### config.mk
export PLATFORM = sky130hd
export DESIGN_NAME = core_fetch_s
export DESIGN_NICKNAME = d
export VERILOG_FILES = /design/src/rtl/core_fetch_s.sv
export SDC_FILE = /design/constraint.sdc
export NUM_CORES = 1
export LEC_CHECK = 0
export CAP_MARGIN = 40
export CORE_MARGIN = 2
export CORE_UTILIZATION = 33
export CTS_BUF_LIST = sky130_fd_sc_hd__clkbuf_4
export CTS_CLUSTER_SIZE = 14
export DETAILED_ROUTE_END_ITERATION = 7
export GPL_ROUTABILITY_DRIVEN = 0
export PLACE_DENSITY_LB_ADDON = 0.08
export SYNTH_ARGS = -nofsm -noshare
export SYNTH_HDL_FRONTEND = slang
export SYNTH_SLANG_ARGS = --single-unit
### constraint.sdc
create_clock -name clk -period 4.7 [get_ports clk]
set_input_delay 0.705 -clock clk [delete_from_list [all_inputs] [get_ports clk]]
set_output_delay 0.705 -clock clk [all_outputs]
set_load 0.1 [all_outputs]
### src/rtl/core_fetch_s.sv
// Fetch stage: owns the PC, drives the IL1 request/ack handshake and feeds decode
// through a 1-entry skid buffer; exe redirects flush in-flight work.
module core_fetch_s #(
  parameter logic [31:0] RESET_PC = 32'h0000_0200,
  parameter logic [31:0] NOP_INST = 32'h0000_0013
) (
  input  logic        clk,
  input  logic        rst_n,
  input  logic        fch_enb,
  input  logic        fch_redirect_in,
  input  logic [31:0] fch_redirect_pc_in,
  output logic        fch_il1_req_out,
  output logic [31:0] fch_il1_addr_out,
  input  logic        fch_il1_ack_in,
  input  logic [31:0] fch_il1_data_in,
  output logic [31:0] fch_inst_out_reg,
  output logic [31:0] fch_pc_out_reg,
  output logic [31:0] fch_pc_4_out_reg,
  output logic        fch_nop_gen_out_reg,
  output logic        fch_il1_ack_out_reg,
  output logic        fch_misalign_out_reg
);
  typedef enum logic [1:0] {S_IDLE, S_REQ, S_DROP} state_t;

  state_t      r_state, w_state_nxt;
  logic [31:0] r_pc, r_drop_addr, r_skid_inst, r_skid_pc;
  logic        r_skid_vld;
  logic        w_req, w_take;

  // A full skid throttles the request so at most one instruction is ever parked.
  assign w_req  = (r_state == S_DROP) || ((r_state == S_REQ) && !r_skid_vld);
  assign w_take = w_req && fch_il1_ack_in && (r_state == S_REQ) && !fch_redirect_in;

  assign fch_il1_req_out  = w_req;
  assign fch_il1_addr_out = (r_state == S_DROP) ? r_drop_addr : r_pc;

  always_comb begin
    w_state_nxt = r_state;
    case (r_state)
      S_IDLE: w_state_nxt = S_REQ;
      S_REQ:  if (fch_redirect_in && w_req && !fch_il1_ack_in) w_state_nxt = S_DROP;
      S_DROP: if (fch_il1_ack_in) w_state_nxt = S_REQ;
      default: w_state_nxt = S_IDLE;
    endcase
  end

  always_ff @(posedge clk or negedge rst_n) begin
    if (!rst_n) begin
      r_state              <= S_IDLE;
      r_pc                 <= RESET_PC;
      r_drop_addr          <= '0;
      r_skid_vld           <= 1'b0;
      r_skid_inst          <= NOP_INST;
      r_skid_pc            <= '0;
      fch_inst_out_reg     <= NOP_INST;
      fch_pc_out_reg       <= '0;
      fch_pc_4_out_reg     <= '0;
      fch_nop_gen_out_reg  <= 1'b1;
      fch_il1_ack_out_reg  <= 1'b0;
      fch_misalign_out_reg <= 1'b0;
    end else begin
      r_state              <= w_state_nxt;
      fch_misalign_out_reg <= fch_redirect_in && (fch_redirect_pc_in[1:0] != 2'b00);
      if (fch_redirect_in) begin
        r_pc <= {fch_redirect_pc_in[31:2], 2'b00};
        // Remember the unacked address so the stale request stays stable until IL1 answers.
        if ((r_state == S_REQ) && w_req && !fch_il1_ack_in) r_drop_addr <= r_pc;
        r_skid_vld          <= 1'b0;
        fch_inst_out_reg    <= NOP_INST;
        fch_nop_gen_out_reg <= 1'b1;
        fch_il1_ack_out_reg <= 1'b0;
      end else begin
        if (w_take) r_pc <= r_pc + 32'd4;
        if (r_skid_vld) begin
          if (fch_enb) begin
            fch_inst_out_reg    <= r_skid_inst;
            fch_pc_out_reg      <= r_skid_pc;
            fch_pc_4_out_reg    <= r_skid_pc + 32'd4;
            fch_nop_gen_out_reg <= 1'b0;
            fch_il1_ack_out_reg <= 1'b1;
            r_skid_vld          <= w_take;
            if (w_take) begin
              r_skid_inst <= fch_il1_data_in;
              r_skid_pc   <= r_pc;
            end
          end
        end else if (w_take) begin
          if (!fch_il1_ack_out_reg || fch_enb) begin
            fch_inst_out_reg    <= fch_il1_data_in;
            fch_pc_out_reg      <= r_pc;
            fch_pc_4_out_reg    <= r_pc + 32'd4;
            fch_nop_gen_out_reg <= 1'b0;
            fch_il1_ack_out_reg <= 1'b1;
          end else begin
            r_skid_inst <= fch_il1_data_in;
            r_skid_pc   <= r_pc;
            r_skid_vld  <= 1'b1;
          end
        end else if (fch_enb) begin
          fch_inst_out_reg    <= NOP_INST;
          fch_nop_gen_out_reg <= 1'b1;
          fch_il1_ack_out_reg <= 1'b0;
        end
      end
    end
  end
endmodule

==> tab_implementation.tex <==
\begin{tabular}{lr}
\hline
Metric & Value \\
\hline
\multicolumn{2}{l}{\textbf{Outcome}} \\
Status & finished clean \\
\multicolumn{2}{l}{\textbf{Setup path}} \\
CP Data Arrival Time & 2.65 ns \\
Crit path top cell by count & nand2\_1 \\
Reg2reg setup slack & 1.76 ns \\
R2R Path End & r\_skid\_inst[15] \\
Cell breakdown of the critical path & nand2b\_1 -> nand2\_1 -> nand2\_1 -> clkdlybuf4s50\_1 -> buf\_8 \\
Launch instance of the worst register-to-register path & r\_skid\_vld \\
CP startpoint kind & flop \\
Slowest stage cell on the critical path & nand2b\_1 \\
Required time at the worst-slack endpoint & 3.99 ns \\
Crit Path Category & reg2out \\
Crit path buf inv count & 2 \\
Maximum cell stage delay along the critical path & 0.59 ns \\
Crit path max fanout & 13 \\
Reg2Reg Depth & 6 \\
Category of the worst setup path capture point & primary output \\
Largest delay share family, worst path & simple AND/OR/NAND/NOR gates \\
\multicolumn{2}{l}{\textbf{Floorplanning}} \\
Total Die Area & 34,800 µm² \\
Initial cell density of the core & 33.6\% \\
Core box area & 32,700 µm² \\
Rows & 66 \\
Die Span X & 187 µm \\
Die boundary height & 187 µm \\
\# IOs & 201 \\
\multicolumn{2}{l}{\textbf{Pwr}} \\
Worst-case vdd ir drop & 0.390 mV \\
Switching Share & 44.2\% \\
Share of total power in sequential cells & 32.7\% \\
Internal power & 5.10 mW \\
Share of power burned in the clock network & 20.1\% \\
Share of power burned in combinational logic & 47.2\% \\
Leak pwr & 6.67 nW \\
Power density of the placed cells & 587 nW/µm² \\
NetSw & 4.05 mW \\
\multicolumn{2}{l}{\textbf{Layout}} \\
Final-layout fill cell count & 3,154 \\
Area occupied by multi-input gates & 5000 µm² \\
Layout overhead on the synthesized area & 41.8\% \\
Layout Utilization & 47.7\% \\
Reg area & 5520 µm² \\
Share of final-layout standard cells stronger than drive strength 1 & 25.8\% \\
Total Nets Final & 1,460 \\
\multicolumn{2}{l}{\textbf{Synth}} \\
Sequential area share after synthesis & 50.1\% \\
Synthesis warning total & 0 \\
Count of distinct cell types in the synthesized netlist & 53 \\
Cell count after synthesis & 1,108 \\
Ranking of synthesized cells by area & dfrtp\_1, mux2\_2, nand2\_1 \\
Top\_reg\_cell synth & dfrtp\_1 \\
Average cell area after synthesis & 9.93 µm² \\
Post-synthesis cell area & 11,000 µm² \\
Top post-synthesis cells by count & nand2\_1, dfrtp\_1, o21ai\_0, mux2\_2, clkbuf\_1 \\
Most frequent cell after synthesis & nand2\_1 \\
Number of flops mapped to enable cells by yosys & 0 \\
Largest area contributor in the synthesized netlist & dfrtp\_1 \\
Share of flip-flops with an asynchronous set or reset & 100\% \\
Area share of the leading cell type in the synthesized netlist & 48.2\% \\
Flip-flop and latch count after synthesis & 220 \\
\multicolumn{2}{l}{\textbf{Timing}} \\
Hold Vio Cnt, Final & 0 \\
Final count of negative-setup-slack endpoints & 0 \\
RSZ-0062 raised after global routing & no \\
Setup TNS & 0 ns \\
Post-route minimum period & 3.36 ns \\
Worst-case hold slack & 0.0575 ns \\
Actual slew at the worst max-slew pin & 1.07 ns \\
Number of slew-limit violations in the final report & 0 \\
Fin crit share & 71.4\% \\
Upper clock frequency limit & 0.298 GHz \\
Headroom to the max-slew limit & 28.8\% \\
Worst clock skew & 0.0248 ns \\
\multicolumn{2}{l}{\textbf{Global routing}} \\
Pin count of the biggest net entering global routing & 126 \\
Global-route wire length before repair & 54,100 µm \\
Initial antenna violation count & 2 \\
Vias in the first global route & 9,633 \\
GR Overflow Total & 0 \\
Total Routing Usage GR & 19.4\% \\
\multicolumn{2}{l}{\textbf{Routing}} \\
DRC & 0 \\
Number of detailed-route iterations in the first pass & 4 \\
Vias post-DR & 9,182 \\
Antenna-violating nets left & 0 \\
Average via count per standard cell & 4.88 \\
Number of DRC markers after the initial detailed-route iteration & 423 \\
WL/cell & 17.8 µm \\
Total wire length & 33,500 µm \\
\multicolumn{2}{l}{\textbf{Placement}} \\
Count of input and output buffers & 194 \\
HPWL after DPL & 23,000 µm \\
\multicolumn{2}{l}{\textbf{Clocking}} \\
Gates resized, CTS repair & 0 \\
Clock H-tree levels & 2 \\
Clock tree root buffer cell & clkbuf\_4 \\
CTS tree & done \\
Clock transition at the registers of the reported paths & 0.07 ns \\
Sink Count & 220 \\
Clock buffer count from CTS & 61 \\
Clock Tree Buf Depth & 3 \\
Number of buffers inserted for hold repair after clock tree synthesis & 0 \\
Worst skew pair latency & 0.69 ns \\
Post-CTS setup buffer count & 0 \\
\multicolumn{2}{l}{\textbf{Flow run}} \\
Max Cap Viol & 0 \\
\multicolumn{2}{l}{\textbf{Worst hold path}} \\
Worst Hold Class & in2async \\
\hline
\end{tabular}
layout make-up:
type | count | area share [%]
Antenna cell | 1 | 0.0160
Tap cell | 442 | 3.54
Sequential cell | 220 | 35.4
Inverter | 14 | 0.337
Clock buffer | 102 | 4.91
Clock inverter | 12 | 0.481
Timing Repair Buffer | 316 | 23.3
Multi-Input combinational cell | 776 | 32.0
worst register-to-register path, stage by stage (launching register included):
cell and delay [ns]:
dfrtp_4 0.75, nor3b_1 0.28, and3_1 0.18, buf_4 0.35, nor2b_4 0.32, buf_4 0.51, mux2_2 0.45
power by group through the flow:
stage,Sequential (mW),Combinational [mW],Clock [mW]
floorplan,4.43,1.21,0
global placement,3.02,3.53,0
detailed placement,3.02,4.36,0
CTS,2.99,4.36,1.92
global route,3.08,4.53,2.01
finish,2.99,4.32,1.84
metal layers:
| layer | part of all wire [%] | up-vias | global-route usage, % |
|---|---|---|---|
| li1 | - | 4423 | - |
| met1 | 46 | 4440 | 26.5 |
| met2 | 45 | 271 | 30.2 |
| met3 | 6.7 | 48 | 5.19 |
| met4 | 2.1 | 0 | 5.71 |
| met5 | 0 | - | 0 |
cells in the final DEF (no fill, tap or decap), types with 3 or more instances in the layout:
cell | netlist | layout
xor2_1 | 28 | 28
clkbuf_4 | 0 | 102
o22ai_1 | 3 | 3
or3_1 | 10 | 10
and4_1 | 3 | 3
dfrtp_1 | 212 | 211
buf_8 | 0 | 95
conb_1 | 1 | 6
o221ai_1 | 6 | 6
a221o_1 | 5 | 5
nand2_1 | 226 | 226
xnor2_1 | 49 | 49
o21ai_0 | 109 | 108
mux2i_1 | 40 | 40
nand4_1 | 21 | 21
nor4_1 | 9 | 9
mux2_2 | 85 | 85
a22oi_1 | 29 | 29
clkinv_1 | 0 | 10
nand3_1 | 21 | 21
buf_4 | 12 | 46
buf_16 | 0 | 7
nor3_1 | 16 | 15
clkdlybuf4s50_1 | 0 | 166
o21ai_1 | 14 | 14
or4_1 | 3 | 3
a21oi_1 | 16 | 16
nor2_1 | 36 | 35
dfstp_2 | 8 | 8
inv_1 | 13 | 13
nor3_2 | 5 | 6
nor4_2 | 6 | 6
a21o_1 | 4 | 4
cell families after synthesis:
family | Yosys count | synth area share (%)
compound gates | 197 | 10.5
xor+xnor | 77 | 6.13
fa+ha+maj | 2 | 0.227
buf+inv | 117 | 4.86
flops | 220 | 50.1
mux | 125 | 12.3
other cells | 1 | 0.0341
simple gates | 369 | 15.8
worst max path at each step:
stage / start / endpoint / slack [ns] / cells after the start
2_1_floorplan: r_state[1] / fch_il1_addr_out[10] / 1.11 / 4
3_3_place_gp: r_state[1] / fch_il1_addr_out[17] / 1.40 / 5
3_5_place_dp: fch_il1_ack_in / r_skid_inst[26] / 1.47 / 6
4_1_cts: r_state[0] / fch_il1_addr_out[15] / 1.29 / 5
5_1_grt: r_state[0] / fch_il1_addr_out[20] / 1.19 / 5
6_report: r_state[0] / fch_il1_addr_out[15] / 1.34 / 5
metrics by stage:
step	power [mW]	instance area, µm²	cells	setup slack (ns)
after global placement	6.55	13100	1665	1.40
after CTS	9.28	15600	1882	1.29
final	9.15	15600	1883	1.34
after detailed placement	7.38	14800	1768	1.47
after global routing	9.62	15600	1883	1.19
after floorplan	5.64	11000	1113	1.11
Power figures use the tool's default switching activity.
